[src/rtl/signed_product_accumulator.sv]
// Signed accumulator of 8-bit multiplier products over a run of len terms, with sticky overflow.
// Optional build macro ACC_SATURATE_EN clamps acc on overflow; without it acc wraps modulo 2^ACC_W.
module signed_product_accumulator #(
    parameter int ACC_W = 10
) (
    input  logic             clk,
    input  logic             rst_n,
    input  logic             start,
    input  logic [3:0]       len,
    input  logic             in_valid,
    output logic             in_ready,
    input  logic [7:0]       prod,
    input  logic             prod_ovf,
    output logic             out_valid,
    input  logic             out_ready,
    output logic [ACC_W-1:0] acc,
    output logic             ovf,
    output logic             busy
);

    typedef enum logic [1:0] {
        IDLE = 2'd0,
        ACC  = 2'd1,
        DONE = 2'd2
    } state_t;

    state_t           state_q, state_d;
    logic [ACC_W-1:0] acc_q, acc_d;
    logic             ovf_q, ovf_d;
    logic [3:0]       cnt_q, cnt_d;

    logic [ACC_W-1:0] prod_ext;
    logic [ACC_W-1:0] sum;
    logic [ACC_W-1:0] add_result;
    logic             add_ovf;
    logic             transfer;

    always_ff @(posedge clk or negedge rst_n) begin
        if (!rst_n) begin
            state_q <= IDLE;
            acc_q   <= '0;
            ovf_q   <= 1'b0;
            cnt_q   <= 4'd0;
        end else begin
            state_q <= state_d;
            acc_q   <= acc_d;
            ovf_q   <= ovf_d;
            cnt_q   <= cnt_d;
        end
    end

    // Signed overflow: operands share a sign and the sum's sign differs from it.
    always_comb begin
        prod_ext = {{(ACC_W-8){prod[7]}}, prod};
        sum      = acc_q + prod_ext;
        add_ovf  = (acc_q[ACC_W-1] == prod_ext[ACC_W-1]) &&
                   (sum[ACC_W-1] != acc_q[ACC_W-1]);
`ifdef ACC_SATURATE_EN
        if (add_ovf) begin
            add_result = acc_q[ACC_W-1] ? {1'b1, {(ACC_W-1){1'b0}}}
                                        : {1'b0, {(ACC_W-1){1'b1}}};
        end else begin
            add_result = sum;
        end
`else
        add_result = sum;
`endif
    end

    always_comb begin
        state_d   = state_q;
        acc_d     = acc_q;
        ovf_d     = ovf_q;
        cnt_d     = cnt_q;
        in_ready  = 1'b0;
        out_valid = 1'b0;
        transfer  = 1'b0;

        case (state_q)
            IDLE: begin
                if (start) begin
                    acc_d   = '0;
                    ovf_d   = 1'b0;
                    cnt_d   = len;
                    state_d = (len == 4'd0) ? DONE : ACC;
                end
            end
            ACC: begin
                in_ready = 1'b1;
                transfer = in_valid;
                if (transfer) begin
                    acc_d = add_result;
                    ovf_d = ovf_q | prod_ovf | add_ovf;
                    cnt_d = cnt_q - 4'd1;
                    if (cnt_q == 4'd1) begin
                        state_d = DONE;
                    end
                end
            end
            DONE: begin
                out_valid = 1'b1;
                if (out_ready) begin
                    state_d = IDLE;
                end
            end
            default: begin
                state_d = IDLE;
            end
        endcase
    end

    assign acc  = acc_q;
    assign ovf  = ovf_q;
    assign busy = (state_q != IDLE);

endmodule

[config.mk]
export PLATFORM = sky130hd
export DESIGN_NAME = signed_product_accumulator
export DESIGN_NICKNAME = d
export VERILOG_FILES = /design/src/rtl/signed_product_accumulator.sv
export SDC_FILE = /design/constraint.sdc
export NUM_CORES = 1
export LEC_CHECK = 0
export CELL_PAD_IN_SITES_DETAIL_PLACEMENT = 1
export CELL_PAD_IN_SITES_GLOBAL_PLACEMENT = 2
export CORE_ASPECT_RATIO = 1.4
export CORE_UTILIZATION = 28
export CTS_CLUSTER_DIAMETER = 80
export DETAILED_ROUTE_END_ITERATION = 12
export GPL_ROUTABILITY_DRIVEN = 1
export HOLD_SLACK_MARGIN = 0.03
export PLACE_DENSITY = 0.74
export SYNTH_ARGS = -nofsm -noshare
export SYNTH_HDL_FRONTEND = slang
export SYNTH_SLANG_ARGS = --single-unit
[constraint.sdc]
create_clock -name clk -period 2.35 [get_ports clk]
set_clock_uncertainty 0.15 [all_clocks]
set_input_delay 0.235 -clock clk [delete_from_list [all_inputs] [get_ports clk]]
set_output_delay 0.235 -clock clk [all_outputs]
set_load 0.01 [all_outputs]
==> results of run 1 <==
-- routing by layer --
| layer | global-route usage | vias to the layer above | wire length (um) |
|---|---|---|---|
| met1 | 0.1740 | 610 | 1411 |
| met5 | 0 | - | 0 |
| met4 | 0.05714 | 0 | 72 |
| met3 | 0.03025 | 6 | 133 |
| li1 | - | 594 | - |
| met2 | 0.3368 | 30 | 2090 |
-- kinds of logic after synthesis --
family                     after synthesis
adders and majority gates               12
buffers and inverters                   13
xor gates and xnor gates                 3
muxes                                    1
DFF                                     17
and+or+nand+nor                         45
AOI/OAI and AO/OA                       48
-- power by group --
| part | internal [uW] | switching (uW) | leakage, uW |
|---|---|---|---|
| Combinational | 601 | 625 | 0.000507 |
| Clock | 120 | 109 | 0.0000228 |
| Sequential | 421 | 140 | 0.000216 |
| Total | 1140 | 873 | 0.000746 |
-- synth_stat cells (all sizes together) (4+ instances only) --
cell type,count
buf,4
nand2,14
ha,11
or3,4
nand3,5
nor2,4
a21oi,13
nor3,4
o21ai,12
dfrtp,17
inv,8
-- worst paths after layout --
check,from,end,slack (ps),cells past startpoint
setup reg to reg,acc[0],acc[6],110,8
min in group clk,acc[2],acc[2],370,2
hold / removal,rst_n,cnt_q[1],170,2
hold reg to reg,acc[2],acc[2],370,2
max in group asynchronous,rst_n,ovf,1670,2
setup / recovery,acc[0],acc[6],110,8
-- flip-flops by register name (all words and copies together), names as in the netlist --
register  count
acc          10
cnt_q         4
ovf           1
state_q       2
-- through the flow --
stage	area [um^2]	hold slack [ps]	std cells	power, uW
floorplan	1249	-210.6	139	1288
global placement	1687	349.2	236	1757
detailed placement	1687	346.6	236	1798
CTS	1732	176.7	240	2046
global route	1732	188.0	240	2192
finish	1732	169.7	240	2016
-- area by class of cell --
cell class                      instances  area, um^2  share of cell area
Multi-Input combinational cell        109       763.2              0.4408
Clock buffer                            4       45.04             0.02601
Timing Repair Buffer                   42       392.9              0.2269
Sequential cell                        17       425.4              0.2457
Tap cell                               60       75.07             0.04335
Inverter                                8       30.03             0.01734
==> impl_metrics.toml, run 1 <==
[outcome]
status = "finished, final reports clean"

[place]
port_buffers = 31
dp_slack_ps = -164.1
place_congestion = 0.8096
dp_hpwl_um = 2939

[setup_path]
max_stage_delay_ps = 410
critPathSlowestCell = "dfrtp_1"
crit_family = "compound AO/OA/AOI/OAI gates"
worstSetupPathType = "register to register"
critPathMaxFanout = 3
path_cells = "ha_1 > inv_1 > fa_1 > nor2b_4 > o31a_1 > o21a_1 > or3_1 > a32o_1"
critPathArrivalTime_ps = 2230
cp_num_buf_inv = 1
end_kind = "register"
critPathRequiredTime_ps = 2350
start_kind = "register"

[pwr]
peakVddDrop_v = 0.0003583
power.leakage_uw = 0.0007463
power_density_mw_per_mm2 = 1164

[floorplanning]
die_x_um = 58.44
io_pins = 32
fp.dieH_um = 81.02
start_util = 0.2946
fp-row-count = 28
die_area_mm2 = 0.004735
core_mm2 = 0.004239

[layout]
final_util = 0.4085
antenna_cells = 0
mostFrequentLayoutCell = "clkdlybuf4s50_1"
drive_gt1_frac = 0.1222
final_cell_mix = "clkdlybuf4s50_1, dfrtp_1, nand2_1"
nFillCells = 494
nNetsFinal = 211
syn2layout_area_growth_pct = 38.68

[logic_synthesis]
synthMuxAreaShare = 0.008016
synth_area_per_cell_um2 = 8.983
yosys.area_share.simple = 0.2004
synth_cell_types = 45
ys.warnings.count = 0
synth_top_area_frac = 0.3407
ys_seq_elements = 17
synth_xor_area_frac = 0.02104
async_flop_share = 1.000
synth_area_leaders = "dfrtp_1, ha_1, a21oi_1"
synth_cells = 139
synth.net_count = 169
synth_area_mm2 = 0.001249
synth_top_area_cell = "dfrtp_1"
yosys.area_share.adder = 0.1263
ys.flop_type = "dfrtp_1"
synth_compound_area_frac = 0.2555
synth.yosys.seq_area_share = 0.3407
synth-edff-count = 0
synth_top_family_by_area = "compound AO/OA/AOI/OAI gates"

[sta]
finalHoldViolCount = 0
rsz0062_at_grt = "false"
worst_slack_ps = 113.3
max_freq_ghz = 0.4471
setup_violations = 0
tightest_slew_ps = 497.1
period_share = 0.9518
min_period_ps = 2237
maxSlewViolCount = 0
relSlewSlack = 0.6655
tns_ps = 0

[global_route]
gr-total-overflow = 0
gr-usage-all-layers = 0.1699
grt_max_degree = 18
first_global_vias = 1325
antenna_found_initial = 0
grt_pass1_wl_um = 6120

[clock_tree]
clk_latency_ps = 250
hold_buffers = 0
numCtsBuffers = 3
htreeDepth = 1
cts_tree = "yes"
postCtsSetupRepairBufs = 0
cts_resized = 0
clockRootBuffer = "clkbuf_8"
clock_sinks = 17
clockBufferDepth = 2
clkTransAtPathRegs_ps = 70

[drt]
drc_errors = 0
vias = 1240
ant_nets = 0
routed_wl_um = 3707
via_per_inst = 5.167
drt_pass1_iterations = 3
drt_iter0_drc = 74
wire_per_inst_um = 15.45

[job]
maxCapViolCount = 0

[worst_hold_path]
min_path_type = "primary input to async pin"
Power figures use the tool's default switching activity.
==> inputs of run 2 (changes only) <==
--- a/config.mk
+++ b/config.mk
@@ -10,6 +10,7 @@
 export CORE_ASPECT_RATIO = 1.4
 export CORE_UTILIZATION = 28
 export CTS_CLUSTER_DIAMETER = 80
+export CTS_CLUSTER_SIZE = 40
 export DETAILED_ROUTE_END_ITERATION = 12
 export GPL_ROUTABILITY_DRIVEN = 1
 export HOLD_SLACK_MARGIN = 0.03
==> results of run 2 <==
The final DEF is identical to that of run 1; final timing and power are the same.
